### config.mk
export PLATFORM = sky130hd
export DESIGN_NAME = lcd_time_display
export DESIGN_NICKNAME = d
export VERILOG_FILES = /design/src/rtl/lcd_time_display.sv
export SDC_FILE = /design/constraint.sdc
export NUM_CORES = 1
export LEC_CHECK = 0
export ABC_CLOCK_PERIOD_IN_PS = 5550
export BUFFER_PORTS_ARGS = -buffer_cell sky130_fd_sc_hd__clkbuf_2
export CORE_UTILIZATION = 60
export CTS_CLUSTER_SIZE = 14
export DETAILED_ROUTE_END_ITERATION = 12
export GPL_ROUTABILITY_DRIVEN = 0
export PLACE_DENSITY = 0.78
export SYNTH_ARGS = -nofsm -noshare
export SYNTH_HDL_FRONTEND = slang
export SYNTH_SLANG_ARGS = --single-unit
### constraint.sdc
create_clock -name CLK -period 5.55 [get_ports CLK]
set_input_delay 1.11 -clock CLK [delete_from_list [all_inputs] [get_ports CLK]]
set_output_delay 1.11 -clock CLK [all_outputs]
set_load 0.01 [all_outputs]
### src/rtl/lcd_time_display.sv
// HD44780 4-bit LCD driver: power-on init, then renders "HH:MM:SS" on line 1
// whenever the sampled watch time changes.
module lcd_time_display #(
  parameter int T_PWRON = 750000,
  parameter int T_INIT1 = 205000,
  parameter int T_INIT2 = 5000,
  parameter int T_CMD   = 2000,
  parameter int T_CLEAR = 82000,
  parameter int E_HIGH  = 12,
  parameter int NIB_GAP = 50
) (
  input  logic       CLK,
  input  logic       BTN_SOUTH,
  input  logic [5:0] sec_digits,
  input  logic [5:0] min_digits,
  input  logic [4:0] hrs_digits,
  output logic [3:0] SF_D,
  output logic       LCD_E,
  output logic       LCD_RS,
  output logic       LCD_RW,
  output logic       SF_CE0,
  output logic       ready
);

  localparam int CW = 20;

  typedef enum logic [2:0] {
    PWR_WAIT, SETUP, E_HI, GAP, WAIT, IDLE, SNAP
  } state_e;

  state_e        state_q;
  logic [CW-1:0] cnt_q;
  logic [4:0]    step_q;
  logic          lo_q;
  logic          force_q;
  logic          ready_q;
  logic          e_q;
  logic          rs_q;
  logic [3:0]    d_q;
  logic [4:0]    hrs_q;
  logic [5:0]    min_q;
  logic [5:0]    sec_q;

  logic [7:0]    cur_b_d;
  logic [7:0]    nxt_b_d;
  logic [CW-1:0] wait_end_d;

  function automatic logic [7:0] ascii(
    input logic [5:0] v,
    input logic       tens
  );
    logic [5:0] q;
    q = tens ? v / 6'd10 : v % 6'd10;
    return 8'h30 + {2'b00, q};
  endfunction

  // Steps 0-3 init nibbles, 4-7 init bytes, 8 address, 9-16 text.
  function automatic logic [7:0] byte_at(
    input logic [4:0] s,
    input logic [4:0] h,
    input logic [5:0] m,
    input logic [5:0] sc
  );
    logic [7:0] b;
    b = 8'h00;
    unique case (s)
      5'd0, 5'd1, 5'd2: b = 8'h03;
      5'd3:  b = 8'h02;
      5'd4:  b = 8'h28;
      5'd5:  b = 8'h06;
      5'd6:  b = 8'h0C;
      5'd7:  b = 8'h01;
      5'd8:  b = 8'h80;
      5'd9:  b = ascii({1'b0, h}, 1'b1);
      5'd10: b = ascii({1'b0, h}, 1'b0);
      5'd11: b = 8'h3A;
      5'd12: b = ascii(m, 1'b1);
      5'd13: b = ascii(m, 1'b0);
      5'd14: b = 8'h3A;
      5'd15: b = ascii(sc, 1'b1);
      5'd16: b = ascii(sc, 1'b0);
      default: b = 8'h00;
    endcase
    return b;
  endfunction

  always_comb begin
    cur_b_d    = byte_at(step_q, hrs_q, min_q, sec_q);
    nxt_b_d    = byte_at(step_q + 5'd1, hrs_q, min_q, sec_q);
    wait_end_d = CW'(T_CMD - 1);
    if (step_q == 5'd0)
      wait_end_d = CW'(T_INIT1 - 1);
    else if (step_q == 5'd1)
      wait_end_d = CW'(T_INIT2 - 1);
    else if (step_q >= 5'd4 && cur_b_d == 8'h01)
      wait_end_d = CW'(T_CLEAR - 1);
  end

  always_ff @(posedge CLK or posedge BTN_SOUTH) begin
    if (BTN_SOUTH) begin
      state_q <= PWR_WAIT;
      cnt_q   <= '0;
      step_q  <= '0;
      lo_q    <= 1'b0;
      force_q <= 1'b0;
      ready_q <= 1'b0;
      e_q     <= 1'b0;
      rs_q    <= 1'b0;
      d_q     <= '0;
      hrs_q   <= '0;
      min_q   <= '0;
      sec_q   <= '0;
    end else begin
      unique case (state_q)
        PWR_WAIT: begin
          if (cnt_q == CW'(T_PWRON - 1)) begin
            cnt_q   <= '0;
            d_q     <= cur_b_d[3:0];
            rs_q    <= 1'b0;
            state_q <= SETUP;
          end else begin
            cnt_q <= cnt_q + CW'(1);
          end
        end
        SETUP: begin
          if (cnt_q == CW'(1)) begin
            cnt_q   <= '0;
            e_q     <= 1'b1;
            state_q <= E_HI;
          end else begin
            cnt_q <= cnt_q + CW'(1);
          end
        end
        E_HI: begin
          if (cnt_q == CW'(E_HIGH - 1)) begin
            cnt_q   <= '0;
            e_q     <= 1'b0;
            state_q <= (step_q >= 5'd4 && !lo_q) ? GAP : WAIT;
          end else begin
            cnt_q <= cnt_q + CW'(1);
          end
        end
        GAP: begin
          if (cnt_q == CW'(NIB_GAP - 1)) begin
            cnt_q   <= '0;
            lo_q    <= 1'b1;
            d_q     <= cur_b_d[3:0];
            state_q <= SETUP;
          end else begin
            cnt_q <= cnt_q + CW'(1);
          end
        end
        WAIT: begin
          if (cnt_q == wait_end_d) begin
            cnt_q <= '0;
            lo_q  <= 1'b0;
            if (step_q == 5'd7) begin
              ready_q <= 1'b1;
              force_q <= 1'b1;
              state_q <= IDLE;
            end else if (step_q == 5'd16) begin
              state_q <= IDLE;
            end else begin
              step_q  <= step_q + 5'd1;
              d_q     <= (step_q >= 5'd3) ? nxt_b_d[7:4]
                                          : nxt_b_d[3:0];
              rs_q    <= (step_q >= 5'd8);
              state_q <= SETUP;
            end
          end else begin
            cnt_q <= cnt_q + CW'(1);
          end
        end
        IDLE: begin
          if (force_q ||
              {hrs_digits, min_digits, sec_digits} !=
              {hrs_q, min_q, sec_q})
            state_q <= SNAP;
        end
        SNAP: begin
          // One-cycle capture keeps the rendered frame coherent.
          hrs_q   <= hrs_digits;
          min_q   <= min_digits;
          sec_q   <= sec_digits;
          force_q <= 1'b0;
          step_q  <= 5'd8;
          d_q     <= 4'h8;
          rs_q    <= 1'b0;
          cnt_q   <= '0;
          state_q <= SETUP;
        end
        default: state_q <= PWR_WAIT;
      endcase
    end
  end

  assign SF_D   = d_q;
  assign LCD_E  = e_q;
  assign LCD_RS = rs_q;
  assign LCD_RW = 1'b0;
  assign SF_CE0 = 1'b1;
  assign ready  = ready_q;

endmodule

==> flow_metrics.tcl, run 1 <==
set metrics [dict create \
    reg2reg_depth 16 \
    reg2reg_to "ready" \
    ant_nets 0 \
    syn_area_per_cell_sq_um 7.65 \
    hold_buffers 0 \
    grt_pass1_wl_um 23300 \
    critPathLaunch "sec_q[3]" \
    ys_seq_area_share_pct 25.7 \
    max_freq_mhz 212 \
    layout_min_cycle_time_ns 4.72 \
    critical_path_arrival_ns 4.93 \
    crit_path_end_kind "flop" \
    yosysWarnings 0 \
    slowest_delay_ns 0.69 \
    critical_path_depth 16 \
    fin_tns_setup_ns 0 \
    antenna_cells 0 \
    cts_tree "built" \
    die_area_sq_mm 0.00914 \
    clk_path_buf_depth 2 \
    crit_buf_inv 0 \
    core_sq_mm 0.00834 \
    synthCells 687 \
    critical_path.max_fanout 16 \
    hold_class "reg2reg" \
    max-cap-violations 0 \
    dp_cells 765 \
    grt_antenna_before_repair 0 \
    drive_gt1_share_pct 11.4 \
    io-pin-count 28 \
    cts_buffers 5 \
    fin_area_sq_mm 0.00540 \
    place_ws_ns 0.965 \
    synth_area_sq_mm 0.00526 \
    final.fill_count 689 \
    synth-seq-cells 54 \
    fin_util_pct 64.7 \
    irDropWorstVdd_v 0.000120 \
    cts_resized 0 \
    track_usage_pct 32.7 \
    viasPerCell 6.75 \
    initial_core_util_pct 63.0 \
    cts_root_buffer "clkbuf_8" \
    setup_viol 0 \
    fp.dieH_um 95.6 \
    max_slew_margin_pct 31.3 \
    async_flop_share_pct 100 \
    num_rows 33 \
    grt-ovfl-total 0 \
    cp_cell_sequence "nand2b_1, and2_0, o21ai_0, o21ai_0, ha_1, or3_1, ha_1, a21bo_2, a211oi_1, nor2_1, and4bb_1, nand3_1, nor4_2, mux2i_1, nor2_1, or2_1" \
    crit_path_end "ready" \
    r2r-start "sec_q[3]" \
    yosys.cell_types.count 80 \
    synth_ff_type "dfrtp_1" \
    synth_edf_count 0 \
    fp.dieW_um 95.6 \
    rsz0062_at_grt "no" \
    final_cells 773 \
    outcome "complete, no violations" \
    worstMarginPinSlew_ns 1.03 \
    required_ns 5.75 \
    clock_skew_ns 0.0158 \
    areaGrowthSynthToFinish_pct 2.67 \
    path_clk_slew_ns 0.12 \
    routedWlPerCell_um 18.3 \
    nets 702 \
    finalHoldViolCount 0 \
    cts_sinks 54 \
    start_kind "flop" \
    clk_latency_ns 0.33 \
    cp_top_family "simple AND/OR/NAND/NOR gates" \
    cts_setup_buffers 0 \
    setup_ws_ns 0.829 \
    dr_total_vias 5219 \
    placed_area_sq_mm 0.00529 \
    maxSlewViolCount 0 \
    p_leak_nw 2.15 \
    grt_max_degree 55 \
    cp_slowest_cell "mux2i_1" \
    post-dp-hpwl_um 10100 \
    h-tree-depth 2 \
    r2r_setup_slack_ns 0.83 \
    crit_type "reg2reg" \
    fin_crit_sh_pct 85.1 \
    first_iter_violations 564 \
    dr.pass1.iters 6 \
    grt_pass1_vias 4672 \
    wirelength_um 14100 \
    drc_errors 0 \
    power.density_mw_per_mm2 143 \
    numPortBuffers 25 \
]
## layout by cell type (no fill, tap or decap), types with 18 or more instances in the layout
| cell type | n |
|---|---|
| a21oi_1 | 19 |
| clkbuf_2 | 25 |
| dfrtp_1 | 54 |
| mux2_2 | 18 |
| nand2_1 | 84 |
| nand3_1 | 34 |
| nor2_1 | 58 |
| o211ai_1 | 19 |
| o21ai_0 | 41 |
| xor2_1 | 18 |
## sequential cells by signal, summed over array words and instances, names as in the netlist
name     cells
ready        1
force_q      1
sec_q        6
LCD_E        1
min_q        6
step_q       5
LCD_RS       1
hrs_q        5
SF_D         4
cnt_q       20
lo_q         1
state_q      3
## synthesized netlist by cell type (5+ instances only)
cell      instances  area share [%]
o21ai_0          41             3.9
inv_1            16             1.1
nand4_1           7            0.83
nand2b_1         15             1.8
a21oi_1          19             1.8
o211ai_1         19             2.7
and3b_1           5            0.83
or3_1             8            0.95
buf_2            16             1.5
mux2_2           18             3.9
nor4_1           12             1.4
a211oi_1          8             1.1
o22ai_1           9             1.1
o31ai_1           8             1.1
dfrtp_1          54              26
clkbuf_1         34             2.4
nor3_1           18             1.7
nor2b_1          17             2.0
and3_1            8            0.95
nor2_1           58             4.1
xnor2_1           5            0.83
ha_1             16             3.8
a21o_1            7             1.0
xor2_1           18             3.0
nand2_1          84             6.0
nand3_1          34             3.2
nor3b_1           5            0.71
a31oi_1          14             1.7
buf_4             5            0.71
o21bai_1          5            0.71
or2_2             8            0.95
## layout make-up
cell class	count	area (sq um)	share of cell area (%)
clock inverter	1	8.76	0.162
clock buffer	7	96.3	1.78
sequential	54	1350	25.0
tap	105	131	2.43
inverter	16	60.1	1.11
timing repair buffer	27	140	2.60
multi-input combinational	563	3610	66.9
## cells by family after synthesis
group / share of synthesized area, %
AO/OA/AOI/OAI: 23.7
XOR/XNOR: 3.83
adder cells (fa/ha/maj): 3.81
buffers and inverters: 5.95
flip-flops: 25.7
multiplexers: 5.47
other: 0.143
AND/OR/NAND/NOR: 31.4
## metrics by stage
| stage | total power, mW | hold slack (ns) |
|---|---|---|
| detailed placement | 0.514 | 0.482 |
| CTS | 0.768 | 0.508 |
| finish | 0.771 | 0.505 |
| global route | 0.799 | 0.539 |
| global placement | 0.510 | 0.478 |
| floorplan | 0.488 | 0.465 |
## how the worst min path moves through the flow
stage               startpoint       to  slack [ns]  cells after the start
finish                 SF_D[0]  SF_D[0]        0.50                      1
global route           SF_D[0]  SF_D[0]        0.54                      1
CTS                    SF_D[1]  SF_D[1]        0.51                      1
detailed placement     SF_D[1]  SF_D[1]        0.48                      1
global placement       SF_D[2]  SF_D[2]        0.48                      1
floorplan              force_q  force_q        0.46                      1
## layer usage
| layer | vias to the layer above | track usage [%] | share of wire (%) |
|---|---|---|---|
| li1 | 2462 | - | - |
| met2 | 248 | 48.1 | 44 |
| met4 | 0 | 6.72 | 1.2 |
| met5 | - | 0 | 0 |
| met1 | 2477 | 48.6 | 46 |
| met3 | 32 | 7.26 | 9.5 |
## power by group
part	leakage, nW	switching (mW)	internal, mW
combinational	1.39	0.0508	0.0397
sequential	0.700	0.0191	0.399
clock	0.0544	0.147	0.115
No activity file was read; power rests on OpenSTA's default activity.
==> run 2: changes to the inputs <==
--- a/config.mk
+++ b/config.mk
@@ -11,7 +11,7 @@
 export CTS_CLUSTER_SIZE = 14
 export DETAILED_ROUTE_END_ITERATION = 12
 export GPL_ROUTABILITY_DRIVEN = 0
-export PLACE_DENSITY = 0.78
+export PLACE_DENSITY = 0.85
 export SYNTH_ARGS = -nofsm -noshare
 export SYNTH_HDL_FRONTEND = slang
 export SYNTH_SLANG_ARGS = --single-unit
==> run 2 against run 1 <==
Compared with the run above: core utilization stayed put; final cell count stayed put; wire length is 0.43% higher; die area is the same; critical path depth is the same; combinational power increased by 2%; sequential power hardly changed; count of clock-buffer cells in the layout is the same; non-clock buffer count did not move; register-to-register slack about the same; critical path type unchanged; largest power group unchanged; highest routed layer unchanged.
==> flow_metrics.tcl, run 2 (synthesis results as in run 1) <==
set metrics [dict create \
    clock_skew_ns 0.0130 \
    outcome "complete, no violations" \
    fp.dieW_um 95.6 \
    num_rows 33 \
    areaGrowthSynthToFinish_pct 2.67 \
    grt_pass1_vias 4840 \
    initial_core_util_pct 63.0 \
    ant_nets 0 \
    core_sq_mm 0.00834 \
    maxSlewViolCount 0 \
    crit_type "reg2reg" \
    fin_tns_setup_ns 0 \
    numPortBuffers 25 \
    cp_cell_sequence "nand2b_1, and2_0, o21ai_0, o21ai_0, ha_1, or3_1, ha_1, a21bo_2, a211oi_1, nor2_1, and4bb_1, nand3_1, nor4_2, mux2i_1, nor2_1, or2_1" \
    required_ns 5.77 \
    grt_pass1_wl_um 23400 \
    holdWs_ns 0.506 \
    finalHoldViolCount 0 \
    critical_path_arrival_ns 4.94 \
    start_kind "flop" \
    fp.dieH_um 95.6 \
    irDropWorstVdd_v 0.000113 \
    clk_path_buf_depth 2 \
    grt-ovfl-total 0 \
    fin_util_pct 64.7 \
    p_sw_mw 0.214 \
    viasPerCell 6.92 \
    cts_buffers 5 \
    dr_total_vias 5349 \
    p_leak_nw 2.15 \
    reg_top3 "cnt_q x20, min_q x6, sec_q x6" \
    hold_buffers 0 \
    largest_reg_flops 20 \
    drc_errors 0 \
    first_iter_violations 780 \
    cts_tree "built" \
    hold_class "reg2reg" \
    clockPowerShare_pct 33.6 \
    setup_ws_ns 0.822 \
    cts_setup_buffers 0 \
    cts_sinks 54 \
    worstMarginPinSlew_ns 1.01 \
    setup_viol 0 \
    routed-wl-met3_um 1280 \
    met1_length_um 6130 \
    grt_antenna_before_repair 0 \
    max_slew_margin_pct 32.8 \
    p_int_mw 0.554 \
    highest_layer "met4" \
    rsz0062_at_grt "no" \
    largest_register "cnt_q" \
    cts_resized 0 \
    switching_share_pct 27.9 \
    drive_gt1_share_pct 11.4 \
    nets 702 \
    routedWlPerCell_um 18.3 \
    placed_area_sq_mm 0.00529 \
    h-tree-depth 2 \
    antenna_cells 0 \
    routed-wl-met2_um 6500 \
    die_area_sq_mm 0.00914 \
    grt_max_degree 55 \
    final_cell_mix "nand2_1 (84), nor2_1 (58), dfrtp_1 (54), o21ai_0 (41), nand3_1 (34)" \
    track_usage_pct 32.4 \
    layout_min_cycle_time_ns 4.73 \
    wirelength_um 14200 \
    path_clk_slew_ns 0.11 \
    max_freq_mhz 212 \
    io-pin-count 28 \
    fin_crit_sh_pct 85.2 \
    cts_root_buffer "clkbuf_8" \
    clk_latency_ns 0.32 \
    cp_slowest_cell "mux2i_1" \
    power.density_mw_per_mm2 142 \
    max-cap-violations 0 \
    fin_area_sq_mm 0.00540 \
    crit_path_end_kind "flop" \
    seqPwrFrac_pct 54.5 \
    combPwrFrac_pct 12.0 \
    critical_path.max_fanout 16 \
    place_ws_ns 0.999 \
    final_common_cell "nand2_1" \
    slowest_delay_ns 0.68 \
    post-dp-hpwl_um 10100 \
    dr.pass1.iters 5 \
]
==> run 2: cell counts in the layout (fill, tap and decap cells not counted) <==
No cell type changed its count.
==> run 2: final cells by class <==
cell class                 instances  area [sq um]
tap                              105           131
inverter                          16          60.1
fill                             719          2940
clock inverter                     1          8.76
clock buffer                       7          96.3
timing repair buffer              27           140
sequential                        54          1350
multi-input combinational        563          3610
==> run 2: worst paths after layout <==
kind	slack (ns)	start	to	cells after the start
max in group asynchronous	4.12	BTN_SOUTH	step_q[4]	3
worst max register to register	0.82	sec_q[3]	ready	16
worst max-delay path	0.82	sec_q[3]	ready	16
worst min-delay path	0.51	SF_D[0]	SF_D[0]	1
min in group asynchronous	0.96	BTN_SOUTH	min_q[4]	3
worst min register to register	0.51	SF_D[0]	SF_D[0]	1
==> run 2: worst max-delay path: cells and delay by family, from the launching register on <==
| family | cells | cell delay [ns] |
|---|---|---|
| compound gates | 4 | 0.53 |
| fa+ha+maj | 2 | 0.53 |
| flops | 1 | 0.56 |
| mux | 1 | 0.68 |
| simple gates | 9 | 2.31 |
==> run 2: power groups by stage <==
stage	Clock (mW)	Sequential, mW	Combinational, mW
2_1_floorplan	0	0.412	0.0761
3_3_place_gp	0	0.424	0.0862
3_5_place_dp	0	0.425	0.0900
4_1_cts	0.261	0.417	0.0909
5_1_grt	0.273	0.420	0.101
6_report	0.258	0.418	0.0920
==> run 2: metal layers <==
metal  GRT usage, %  up-vias
li1               -     2473
met1           45.9     2534
met2           50.5      307
met3           5.42       35
met4           9.45        0
met5              0        -
==> run 2: stage by stage <==
step	power, mW	instances
4_1_cts	0.769	773
2_1_floorplan	0.488	690
3_3_place_gp	0.510	765
3_5_place_dp	0.515	765
6_report	0.768	773
5_1_grt	0.794	773
